==> src/rtl/lcd_result_writer_pkg.sv <==
// Shared types and constants for the HD44780 result writer: FSM states,
// LCD command bytes, ASCII codes and the power-on command sequence.
package lcd_pkg;

  typedef enum logic [2:0] {
    ST_PWR_WAIT,
    ST_INIT,
    ST_IDLE,
    ST_SNAP,
    ST_LINE1,
    ST_LINE2,
    ST_FINISH
  } state_t;

  localparam logic [7:0] CMD_FUNC_SET = 8'h38;
  localparam logic [7:0] CMD_DISP_ON  = 8'h0C;
  localparam logic [7:0] CMD_ENTRY    = 8'h06;
  localparam logic [7:0] CMD_CLEAR    = 8'h01;
  localparam logic [7:0] CMD_LINE1    = 8'h80;
  localparam logic [7:0] CMD_LINE2    = 8'hC0;

  localparam logic [7:0] CH_SPACE = 8'h20;
  localparam logic [7:0] CH_ZERO  = 8'h30;
  localparam logic [7:0] CH_PCT   = 8'h25;
  localparam logic [7:0] CH_O     = 8'h4F;
  localparam logic [7:0] CH_X     = 8'h58;

  localparam int LINE_LEN = 16;

  // Power-on command sequence; the clear command must be last (longest wait).
  function automatic logic [7:0] init_cmd(input logic [1:0] idx);
    logic [7:0] cmd;
    case (idx)
      2'd0:    cmd = CMD_FUNC_SET;
      2'd1:    cmd = CMD_DISP_ON;
      2'd2:    cmd = CMD_ENTRY;
      default: cmd = CMD_CLEAR;
    endcase
    return cmd;
  endfunction

endpackage

==> src/rtl/lcd_result_writer_if.sv <==
// Request/status handshake and LCD pin bundle of the result writer.
interface lcd_result_writer_if;
  logic       start;
  logic       training_active;
  logic       result_is_O;
  logic [6:0] prob_pct;
  logic [7:0] epoch;
  logic       busy;
  logic       done;
  logic       lcd_e;
  logic       lcd_rw;
  logic       lcd_rs;
  logic [7:0] lcd_data;

  modport master (
    input  start, training_active, result_is_O, prob_pct, epoch,
    output busy, done, lcd_e, lcd_rw, lcd_rs, lcd_data
  );

  modport slave (
    output start, training_active, result_is_O, prob_pct, epoch,
    input  busy, done, lcd_e, lcd_rw, lcd_rs, lcd_data
  );
endinterface

==> src/rtl/lcd_result_writer_bin8_to_ascii3.sv <==
// Combinational 8-bit binary to three ASCII decimal digits, leading zeros
// shown as spaces (the units digit is always printed).
import lcd_pkg::*;

module bin8_to_ascii3 (
  input  logic [7:0] bin,
  output logic [7:0] ch_hund,
  output logic [7:0] ch_tens,
  output logic [7:0] ch_ones
);
  logic [7:0] hund;
  logic [7:0] tens;
  logic [7:0] ones;

  always_comb begin
    hund    = bin / 8'd100;
    tens    = (bin / 8'd10) % 8'd10;
    ones    = bin % 8'd10;
    ch_hund = (hund == 8'd0) ? CH_SPACE : CH_ZERO + hund;
    ch_tens = (hund == 8'd0 && tens == 8'd0) ? CH_SPACE : CH_ZERO + tens;
    ch_ones = CH_ZERO + ones;
  end
endmodule

==> src/rtl/lcd_result_writer.sv <==
// Two-line status writer for a 16x2 HD44780 LCD (8-bit, write-only, timed).
// Optional LCD_AUTO_REFRESH_EN: periodic refresh while training is active.
import lcd_pkg::*;

module lcd_result_writer #(
  parameter int PWR_WAIT_CYC = 1000000,
  parameter int E_PULSE_CYC  = 25,
  parameter int CMD_WAIT_CYC = 2500,
  parameter int CLR_WAIT_CYC = 100000
`ifdef LCD_AUTO_REFRESH_EN
  , parameter int REFRESH_CYC = 5000000
`endif
) (
  input  logic                 clk,
  input  logic                 rst,
  lcd_result_writer_if.master  bus
);
  // Byte timing: cycle 0 setup, 1..E_PULSE_CYC enable high, then the wait.
  localparam logic [31:0] PWR_LAST = 32'(PWR_WAIT_CYC - 1);
  localparam logic [31:0] E_LAST   = 32'(E_PULSE_CYC);
  localparam logic [31:0] CMD_LAST = 32'(E_PULSE_CYC + CMD_WAIT_CYC);
  localparam logic [31:0] CLR_LAST = 32'(E_PULSE_CYC + CLR_WAIT_CYC);
  localparam logic [4:0]  IDX_LAST = 5'(LINE_LEN);

  state_t      state_reg;
  logic [31:0] cnt_reg;
  logic [4:0]  idx_reg;
  logic        pending_reg;
  logic        lcd_e_reg, lcd_rs_reg, busy_reg, done_reg;
  logic [7:0]  lcd_data_reg;
  logic        snap_train_reg, snap_o_reg;
  logic [6:0]  snap_prob_reg;
  logic [7:0]  snap_epoch_reg;

  logic        req, auto_req, byte_last;
  logic [3:0]  pos;
  logic [7:0]  line1_char, line2_char;
  logic [7:0]  prob_h, prob_t, prob_o, ep_h, ep_t, ep_o;

`ifdef LCD_AUTO_REFRESH_EN
  localparam logic [31:0] REFRESH_LAST = 32'(REFRESH_CYC - 1);
  logic [31:0] refresh_cnt_reg;

  always_ff @(posedge clk or negedge rst) begin
    if (!rst)
      refresh_cnt_reg <= '0;
    else if (!bus.training_active || refresh_cnt_reg == REFRESH_LAST)
      refresh_cnt_reg <= '0;
    else
      refresh_cnt_reg <= refresh_cnt_reg + 32'd1;
  end

  assign auto_req = bus.training_active && (refresh_cnt_reg == REFRESH_LAST);
`else
  assign auto_req = 1'b0;
`endif

  assign req       = bus.start | auto_req;
  assign byte_last = (cnt_reg == ((state_reg == ST_INIT && idx_reg == 5'd3) ? CLR_LAST : CMD_LAST));
  // While the byte at idx_reg is on the bus, the next character is at position idx_reg.
  assign pos       = idx_reg[3:0];

  bin8_to_ascii3 u_prob_digits (
    .bin     ({1'b0, snap_prob_reg}),
    .ch_hund (prob_h),
    .ch_tens (prob_t),
    .ch_ones (prob_o)
  );

  bin8_to_ascii3 u_epoch_digits (
    .bin     (snap_epoch_reg),
    .ch_hund (ep_h),
    .ch_tens (ep_t),
    .ch_ones (ep_o)
  );

  always_comb begin
    line1_char = CH_SPACE;
    line2_char = CH_SPACE;
    if (snap_train_reg) begin
      case (pos)
        4'd0: line1_char = "T";
        4'd1: line1_char = "R";
        4'd2: line1_char = "A";
        4'd3: line1_char = "I";
        4'd4: line1_char = "N";
        4'd5: line1_char = "I";
        4'd6: line1_char = "N";
        4'd7: line1_char = "G";
        default: line1_char = CH_SPACE;
      endcase
      case (pos)
        4'd0: line2_char = "E";
        4'd1: line2_char = "P";
        4'd2: line2_char = "O";
        4'd3: line2_char = "C";
        4'd4: line2_char = "H";
        4'd6: line2_char = ep_h;
        4'd7: line2_char = ep_t;
        4'd8: line2_char = ep_o;
        default: line2_char = CH_SPACE;
      endcase
    end else begin
      case (pos)
        4'd0: line1_char = "R";
        4'd1: line1_char = "E";
        4'd2: line1_char = "S";
        4'd3: line1_char = "U";
        4'd4: line1_char = "L";
        4'd5: line1_char = "T";
        4'd6: line1_char = ":";
        4'd8: line1_char = snap_o_reg ? CH_O : CH_X;
        default: line1_char = CH_SPACE;
      endcase
      case (pos)
        4'd0: line2_char = "P";
        4'd1: line2_char = "(";
        4'd2: line2_char = "O";
        4'd3: line2_char = ")";
        4'd4: line2_char = "=";
        4'd5: line2_char = prob_h;
        4'd6: line2_char = prob_t;
        4'd7: line2_char = prob_o;
        4'd8: line2_char = CH_PCT;
        default: line2_char = CH_SPACE;
      endcase
    end
  end

  always_ff @(posedge clk or negedge rst) begin
    if (!rst) begin
      state_reg      <= ST_PWR_WAIT;
      cnt_reg        <= '0;
      idx_reg        <= '0;
      pending_reg    <= 1'b0;
      lcd_e_reg      <= 1'b0;
      lcd_rs_reg     <= 1'b0;
      lcd_data_reg   <= 8'h00;
      busy_reg       <= 1'b1;
      done_reg       <= 1'b0;
      snap_train_reg <= 1'b0;
      snap_o_reg     <= 1'b0;
      snap_prob_reg  <= '0;
      snap_epoch_reg <= '0;
    end else begin
      done_reg <= 1'b0;
      if (req && state_reg != ST_IDLE)
        pending_reg <= 1'b1;

      case (state_reg)
        ST_PWR_WAIT: begin
          if (cnt_reg == PWR_LAST) begin
            state_reg    <= ST_INIT;
            cnt_reg      <= '0;
            idx_reg      <= '0;
            lcd_rs_reg   <= 1'b0;
            lcd_data_reg <= init_cmd(2'd0);
          end else begin
            cnt_reg <= cnt_reg + 32'd1;
          end
        end

        ST_INIT, ST_LINE1, ST_LINE2: begin
          if (!byte_last) begin
            cnt_reg   <= cnt_reg + 32'd1;
            lcd_e_reg <= (cnt_reg < E_LAST);
          end else begin
            cnt_reg   <= '0;
            lcd_e_reg <= 1'b0;
            idx_reg   <= idx_reg + 5'd1;
            case (state_reg)
              ST_INIT: begin
                if (idx_reg == 5'd3) begin
                  state_reg <= ST_IDLE;
                  busy_reg  <= 1'b0;
                end else begin
                  lcd_rs_reg   <= 1'b0;
                  lcd_data_reg <= init_cmd(idx_reg[1:0] + 2'd1);
                end
              end
              ST_LINE1: begin
                if (idx_reg == IDX_LAST) begin
                  state_reg    <= ST_LINE2;
                  idx_reg      <= '0;
                  lcd_rs_reg   <= 1'b0;
                  lcd_data_reg <= CMD_LINE2;
                end else begin
                  lcd_rs_reg   <= 1'b1;
                  lcd_data_reg <= line1_char;
                end
              end
              default: begin
                if (idx_reg == IDX_LAST) begin
                  state_reg <= ST_FINISH;
                  done_reg  <= 1'b1;
                end else begin
                  lcd_rs_reg   <= 1'b1;
                  lcd_data_reg <= line2_char;
                end
              end
            endcase
          end
        end

        ST_IDLE: begin
          if (req || pending_reg) begin
            state_reg   <= ST_SNAP;
            busy_reg    <= 1'b1;
            pending_reg <= 1'b0;
          end
        end

        ST_SNAP: begin
          snap_train_reg <= bus.training_active;
          snap_o_reg     <= bus.result_is_O;
          snap_prob_reg  <= (bus.prob_pct > 7'd100) ? 7'd100 : bus.prob_pct;
          snap_epoch_reg <= bus.epoch;
          state_reg      <= ST_LINE1;
          cnt_reg        <= '0;
          idx_reg        <= '0;
          lcd_rs_reg     <= 1'b0;
          lcd_data_reg   <= CMD_LINE1;
        end

        default: begin
          state_reg <= ST_IDLE;
          busy_reg  <= 1'b0;
        end
      endcase
    end
  end

  assign bus.busy     = busy_reg;
  assign bus.done     = done_reg;
  assign bus.lcd_e    = lcd_e_reg;
  assign bus.lcd_rw   = 1'b0;
  assign bus.lcd_rs   = lcd_rs_reg;
  assign bus.lcd_data = lcd_data_reg;

endmodule

==> src/flat_wrapper.sv <==
// flat-port wrapper written by rule: the top's interface ports become plain ports
module lcd_result_writer_flat 
#(
  parameter int PWR_WAIT_CYC = 1000000,
  parameter int E_PULSE_CYC  = 25,
  parameter int CMD_WAIT_CYC = 2500,
  parameter int CLR_WAIT_CYC = 100000

)
  (clk, rst, bus_start, bus_training_active, bus_result_is_O, bus_prob_pct, bus_epoch, bus_busy, bus_done, bus_lcd_e, bus_lcd_rw, bus_lcd_rs, bus_lcd_data);
  lcd_result_writer_if bus_i ();
  input  logic clk;
  input  logic rst;
  input wire logic [$bits(bus_i.start)-1:0] bus_start;
  input wire logic [$bits(bus_i.training_active)-1:0] bus_training_active;
  input wire logic [$bits(bus_i.result_is_O)-1:0] bus_result_is_O;
  input wire logic [$bits(bus_i.prob_pct)-1:0] bus_prob_pct;
  input wire logic [$bits(bus_i.epoch)-1:0] bus_epoch;
  output wire logic [$bits(bus_i.busy)-1:0] bus_busy;
  output wire logic [$bits(bus_i.done)-1:0] bus_done;
  output wire logic [$bits(bus_i.lcd_e)-1:0] bus_lcd_e;
  output wire logic [$bits(bus_i.lcd_rw)-1:0] bus_lcd_rw;
  output wire logic [$bits(bus_i.lcd_rs)-1:0] bus_lcd_rs;
  output wire logic [$bits(bus_i.lcd_data)-1:0] bus_lcd_data;
  assign bus_i.start = bus_start;
  assign bus_i.training_active = bus_training_active;
  assign bus_i.result_is_O = bus_result_is_O;
  assign bus_i.prob_pct = bus_prob_pct;
  assign bus_i.epoch = bus_epoch;
  assign bus_busy = bus_i.busy;
  assign bus_done = bus_i.done;
  assign bus_lcd_e = bus_i.lcd_e;
  assign bus_lcd_rw = bus_i.lcd_rw;
  assign bus_lcd_rs = bus_i.lcd_rs;
  assign bus_lcd_data = bus_i.lcd_data;
  lcd_result_writer #(.PWR_WAIT_CYC(PWR_WAIT_CYC), .E_PULSE_CYC(E_PULSE_CYC), .CMD_WAIT_CYC(CMD_WAIT_CYC), .CLR_WAIT_CYC(CLR_WAIT_CYC)) u_core (.clk(clk), .rst(rst), .bus(bus_i));
endmodule
==> config.mk <==
export PLATFORM = sky130hd
export DESIGN_NAME = lcd_result_writer_flat
export DESIGN_NICKNAME = d
export VERILOG_FILES = /design/src/rtl/lcd_result_writer_pkg.sv /design/src/rtl/lcd_result_writer_if.sv /design/src/rtl/lcd_result_writer_bin8_to_ascii3.sv /design/src/rtl/lcd_result_writer.sv /design/src/flat_wrapper.sv
export SDC_FILE = /design/constraint.sdc
export NUM_CORES = 1
export LEC_CHECK = 0
export CAP_MARGIN = 20
export CELL_PAD_IN_SITES_DETAIL_PLACEMENT = 0
export CELL_PAD_IN_SITES_GLOBAL_PLACEMENT = 2
export CORE_MARGIN = 1.5
export CORE_UTILIZATION = 38
export CTS_BUF_LIST = sky130_fd_sc_hd__clkbuf_8
export CTS_CLUSTER_DIAMETER = 50
export DETAILED_ROUTE_END_ITERATION = 16
export PLACE_DENSITY_LB_ADDON = 0.08
export SYNTH_ARGS = -nofsm -noshare
export SYNTH_HDL_FRONTEND = slang
export SYNTH_HIERARCHICAL = 1
export SYNTH_SLANG_ARGS = --single-unit
==> constraint.sdc <==
create_clock -name clk -period 6.4 [get_ports clk]
set_input_delay 1.28 -clock clk [delete_from_list [all_inputs] [get_ports clk]]
set_output_delay 1.28 -clock clk [all_outputs]
set_load 0.01 [all_outputs]
### Yosys cells after proc, flatten, opt, wreduce, memory -nomap -nowiden

Memories as Yosys holds them, arrays and structs flattened.
Cells that the tools add are included.

| word-level totals | value |
|---|---|
| register bits | 70 |
| ROM bits | 40 |
| input bits | 20 |
| output and inout port bits | 13 |
| word-level logic and storage cells | 141 |
| memories | 1 |

Memories:

| memory | words | bits a word | rd ports | clocked after memory_dff | write ports | RTL line | RTL |
|---|---|---|---|---|---|---|---|
| (no name shown) | 8 | 5 | 1 | 0 | 0 | lcd_result_writer.sv:81 | `case (pos)` |

| cells by class | value |
|---|---|
| add/sub/neg operators | 9 |
| div/mod/pow operators | 8 |
| order comparisons | 2 |
| eq/ne operators | 30 |
| multiplexer cells | 57 |
| bitwise logic cells | 1 |
| reductions and logical operators | 20 |

Operator list:

| kind | count |
|---|---|
| $pmux 8 s8 | 2 |
| $mux 8 | 12 |
| $pmux 32 s3 | 1 |
| $pmux 8 s9 | 1 |
| $mux 32 | 2 |
| $add 6x8->8 const A | 6 |
| $add 32x1->32 const B | 1 |
| $eq 32x20->1 const B | 1 |
| $eq 32x32->1 | 1 |
| $logic_not 8->1 | 4 |
| $lt 32x5->1 const B | 1 |
| $mux 5 | 5 |
| $mod 8x4->8 const B | 3 |
| $pmux 8 s3 | 1 |
| $mux 3 | 6 |
| $pmux 6 s3 | 1 |
| $mux 1 | 17 |
| $mux 17 | 1 |
| $eq 4x3->1 const B | 4 |
| $pmux 8 s2 | 1 |
| $pmux 5 s3 | 1 |
| $pmux 3 s4 | 1 |
| $ne 2x1->1 const B | 5 |
| $reduce_and 5->1 | 2 |
| other kinds (37) | 47 |

### Logic depth before layout (Yosys ltp)

| logic depth | value |
|---|---|
| depth after elaboration | 11 |
| mapped depth | 27 |
| gate-level depth less buffers | 26 |

### By module

Netlist, hierarchy kept.

By module, submodules not included:

| module | instances | cells an instance | area each (µm²) | seq. area each (µm²) |
|---|---|---|---|---|
| lcd_result_writer | 1 | 541 | 4652.0 | 1752.9 |
| bin8_to_ascii3 at u_core.u_prob_digits | 1 | 205 | 1370.1 | 0.0 |
| bin8_to_ascii3 at u_core.u_epoch_digits | 1 | 162 | 1171.1 | 0.0 |

### Worst setup path after synthesis

OpenSTA, ideal clock, no wires.

| path | value |
|---|---|
| path kind | register to register |
| start point | register u_core.snap_epoch_reg[5] |
| end point | register u_core.lcd_data_reg[5] (netlist: u_core/bus.lcd_data[5]) |
| arrival time | 4.535 ns |
| required time | 6.275 ns |
| path slack | 1.741 ns |
| stages on the path, launching flop included | 24 |
| buffers on the path | 1 |
| cells stage by stage | dfrtp_1 -> buf_4 -> maj3_1 -> a22o_1 -> inv_1 -> ha_1 -> nand2_1 -> and4bb_1 -> o2111a_1 -> nor3_1 -> nor2_1 -> inv_1 -> ha_1 -> nor3_1 -> a21oi_1 -> a21oi_1 -> nand2_1 -> xnor2_1 -> ha_1 -> a21bo_1 -> a22o_1 -> a221oi_1 -> o311ai_0 -> mux2_2 |

| between the ends | value |
|---|---|
| word-level cells in the longest chain between the ends | 11 |

Ends and longest elaborated chain:

| item | RTL line | RTL |
|---|---|---|
| start: declaration | lcd_result_writer.sv:33 | `logic [7:0] snap_epoch_reg;` |
| start signal: assignment | lcd_result_writer.sv:217 | `snap_epoch_reg <= bus.epoch;` |
| parallel branches: the longest is 4 deep, another holds $div 8x4->8 | n/a |  |
| $mux 8 (*) | lcd_result_writer_bin8_to_ascii3.sv:20 | `ch_tens = (hund == 8'd0 && tens == 8'd0) ? CH_SPACE : CH_ZERO + tens;` |
| named net u_core.ep_t[5] | lcd_result_writer.sv:38 | `logic [7:0] prob_h, prob_t, prob_o, ep_h, ep_t, ep_o;` |
| $pmux 8 s8 (*) | lcd_result_writer.sv:92 | `case (pos)` |
| $mux 8 (*) | lcd_result_writer.sv:80 | `if (snap_train_reg) begin` |
| $mux 8 (*) | lcd_result_writer.sv:193 | `if (idx_reg == IDX_LAST) begin` |
| $pmux 8 s2 (*) | lcd_result_writer.sv:171 | `case (state_reg)` |
| $mux 8 (*) | lcd_result_writer.sv:164 | `if (!byte_last) begin` |
| $pmux 8 s3 (*) | lcd_result_writer.sv:150 | `case (state_reg)` |
| end signal: assignment | lcd_result_writer.sv:157 | `lcd_data_reg <= init_cmd(2'd0);` |
| end signal: assignment | lcd_result_writer.sv:178 | `lcd_data_reg <= init_cmd(idx_reg[1:0] + 2'd1);` |
| end signal: assignment | lcd_result_writer.sv:198 | `lcd_data_reg <= line2_char;` |
| end: declaration | lcd_result_writer.sv:30 | `logic [7:0] lcd_data_reg;` |

Mark *: on every way through the listed nets, which the timed path passes. The select of a mux whose other input is x is not followed.
A chain may end at the register's enable or synchronous reset.

### Final worst setup path

| path | value |
|---|---|
| start point | register u_core.snap_epoch_reg[7] |
| end point | register u_core.lcd_data_reg[5] (netlist: u_core/bus.lcd_data[5]) |

The elaborated chain is that of the path after synthesis.

==> parameters.txt <==
Parameter                              Value

Min path
  Origin of the worst min-delay path ... u_core/snap_epoch_reg[0]
  Class of the worst hold path ... flop to flop

Place
  Number of cells in the design after placement ... 1,126
  Count of input and output buffers ... 31
  Placed Area ... 7510 um^2
  DPL Wire Length ... 15,000 um
  Final GP Congestion ... 0.856
  Worst setup slack after placement ... 0.951 ns

STA
  Setup repair after global routing missed its margin ... no
  Setup violations, final ... 0
  Fin crit share ... 85.4%
  Post-layout min period ... 5.47 ns
  Final Hold Vio Count ... 0
  Maximum operating frequency ... 183 MHz
  Final number of max-transition violations ... 0
  Setup skew after layout ... 0.0152 ns
  Worst slew pin tran ... 1.02 ns
  Max_slew headroom ... 32.3%
  Post-route setup TNS ... 0 ns
  Worst Slack Setup Final ... 0.931 ns

Global routing
  Largest net degree at the start of global routing ... 71
  Number of global-route vias before repair ... 6,446
  Total global-route track usage ... 21.4%
  Total gr overflow ... 0
  First-pass GRT wire length ... 34,100 um
  Initial antenna violation count ... 0

Clock tree
  CTS Hold Buffers Added ... 0
  Cells resized by post-CTS repair ... 0
  Latest clock arrival within the worst-skew pair ... 0.38 ns
  Number of buffers created by CTS ... 9
  Clock transition at the registers of the reported paths ... 0.10 ns
  Root cell of the clock tree ... sky130_fd_sc_hd__clkbuf_8
  Maximum count of clock buffers along a single path ... 2
  H-tree level count ... 3
  CTS Sinks ... 70
  Setup fix buffers added after clock tree synthesis ... 0
  Clock tree from TritonCTS ... done

Floorplan
  Die extent in x ... 141 um
  Die Area ... 19,800 um^2
  Core area ... 18,600 um^2
  Top-Level Pins ... 33
  Height of the die ... 141 um
  Starting density of the core ... 38.6%
  Row cnt ... 50

Critical path
  Worst Setup Start Kind ... flop
  FF-to-FF Start ... u_core/snap_epoch_reg[7]
  Type of the worst setup path ... flop to flop
  Data arrival time of the worst path ... 5.74 ns
  Element type at the critical path end ... flop
  Maximum cell stage delay along the critical path ... 0.78 ns
  CP Max Fanout ... 23
  Cell with the biggest individual delay on the critical path ... sky130_fd_sc_hd__dfrtp_1
  Cell Chain, Critical Path ... inv_2, maj3_1, a22o_1, inv_1, ha_1, nand2_1, and4bb_1, o2111a_1, nor3_1, nor2_1, inv_1, ha_1, nor3_1, a21oi_1, a21oi_1, nand2_1, xnor2_1, ha_1, a21bo_1, a22o_1, a221oi_1, o311ai_0, mux2_2
  Data required time of the critical path ... 6.68 ns
  Top cell by count, worst path ... sky130_fd_sc_hd__ha_1
  CP Launch Point ... u_core/snap_epoch_reg[7]

Synth
  Share of synthesized flip-flops with an asynchronous set or reset ... 100%
  Post-Synthesis Cell Area ... 7190 um^2
  Number of enable flip-flop cells after synthesis ... 0
  Library cell occupying the most area in the post-synthesis netlist ... sky130_fd_sc_hd__dfrtp_1
  Cells after Synth ... 908
  Number of warnings issued by yosys ... 6
  Most used DFF post-synth ... sky130_fd_sc_hd__dfrtp_1
  Number of synthesized register bits ... 70
  Largest cells by area after synthesis ... sky130_fd_sc_hd__dfrtp_1, sky130_fd_sc_hd__nand2_1, sky130_fd_sc_hd__ha_1
  Seq/Total Area, Yosys ... 24.4%
  Average size of a mapped cell ... 7.92 um^2
  Share of the synthesized area in the top cell type ... 24.0%
  Distinct cells, synth ... 121

Drt
  Total via count in the routed design ... 6,884
  DR iter-0 viols ... 617
  DRC violations left ... 0
  WL final ... 20,800 um
  Via density ... 6.03
  Antenna Violating Nets Remaining ... 0
  Detailed-router iteration count before antenna repair ... 5
  Routed wire per std cell ... 18.2 um

Finish
  Share of post-route cells with drive strength above 1 ... 9.36%
  Top library cells by usage in the layout, fill and taps aside ... sky130_fd_sc_hd__nand2_1, sky130_fd_sc_hd__nor2_1, sky130_fd_sc_hd__dfrtp_1, sky130_fd_sc_hd__o21ai_0, sky130_fd_sc_hd__a21oi_1
  Most common library cell in the layout ignoring fill and taps ... sky130_fd_sc_hd__nand2_1
  Layout overhead on the synthesized area ... 7.65%
  Total Nets Final ... 948
  Cell area after layout ... 7740 um^2
  Antenna diode instance count ... 0
  Final instance count without filler cells ... 1,142
  Number of flip-flops under the largest register name ... 32

Run status
  Outcome ... complete, no violations

Power and ir drop
  Power per cell area ... 122 nW/um^2
  IR drop worst, VDD ... 0.000110 V
  Tot Pwr ... 945 uW
  Static Leakage ... 3.10 nW

Job
  Number of maximum-capacitance constraint violations ... 0
cell families after synthesis:
logic type               Yosys count  share of synthesized area [%]
AO/OA/AOI/OAI                    276                           28.6
XOR/XNOR                          44                           5.36
adder cells (fa/ha/maj)           27                           4.64
buffers and inverters            108                           7.41
flip-flops                        70                           24.4
multiplexers                      16                           2.40
other                              5                          0.261
AND/OR/NAND/NOR                  362                           26.9
synthesized netlist by cell type (14+ instances only):
| cell type | count |
|---|---|
| sky130_fd_sc_hd__nand2_1 | 98 |
| sky130_fd_sc_hd__nor2_1 | 79 |
| sky130_fd_sc_hd__dfrtp_1 | 69 |
| sky130_fd_sc_hd__o21ai_0 | 61 |
| sky130_fd_sc_hd__a21oi_1 | 44 |
| sky130_fd_sc_hd__nand3_1 | 36 |
| sky130_fd_sc_hd__inv_1 | 34 |
| sky130_fd_sc_hd__nor3_1 | 26 |
| sky130_fd_sc_hd__ha_1 | 25 |
| sky130_fd_sc_hd__xor2_1 | 25 |
| sky130_fd_sc_hd__clkbuf_1 | 24 |
| sky130_fd_sc_hd__buf_4 | 22 |
| sky130_fd_sc_hd__nand2b_1 | 20 |
| sky130_fd_sc_hd__xnor2_1 | 19 |
| sky130_fd_sc_hd__o211ai_1 | 16 |
| sky130_fd_sc_hd__buf_2 | 15 |
| sky130_fd_sc_hd__a22oi_1 | 14 |
through the flow:
| stage | hold slack, ns | utilization (%) |
|---|---|---|
| 3_5_place_dp | 0.481 | 40.3 |
| 6_report | 0.502 | 41.5 |
| 5_1_grt | 0.526 | 41.5 |
| 4_1_cts | 0.502 | 41.5 |
| 3_3_place_gp | 0.456 | 40.3 |
| 2_1_floorplan | 0.440 | - |
report_power, final:
group | internal (mW) | switching (mW) | leakage [nW]
Sequential | 0.443 | 0.00380 | 0.855
Clock | 0.226 | 0.207 | 0.112
Combinational | 0.0260 | 0.0394 | 2.13
per-layer routing:
metal  wire length, um  global-route usage (%)  part of all wire [%]  vias to the layer above
met2              9490                    34.2                    46                      180
li1                  -                       -                     -                     3301
met3               809                    2.68                   3.9                       29
met1             10000                    29.8                    48                     3374
met4               434                    7.24                   2.1                        0
met5                 0                       0                     0                        -
cell type report:
cell class,count,area [um^2]
well taps,234,293
flip-flops and latches,70,1750
repair buffers,37,353
inverters,40,153
multi-input cells,745,4960
clock buffers,9,124
clock inverters,7,105
fillers,1952,10900
critical path: cells and delay by family (launching register included):
kind	cells	cell delay, ns
compound gates	8	1.78
fa+ha+maj	4	1.07
simple gates	6	0.94
flops	1	0.78
buf+inv	3	0.37
mux	1	0.28
xor+xnor	1	0.14
path summary, 6_finish.rpt:
path | to | slack (ns) | depth (start not counted)
max | u_core/bus.lcd_data[5] | 0.93 | 23
min | u_core/snap_epoch_reg[0] | 0.50 | 2
max reg2reg | u_core/bus.lcd_data[5] | 0.93 | 23
min reg2reg | u_core/snap_epoch_reg[0] | 0.50 | 2
max in group asynchronous | u_core/cnt_reg[30] | 4.75 | 1
min in group asynchronous | u_core/idx_reg[1] | 1.03 | 1
No activity file was read; power rests on OpenSTA's default activity.
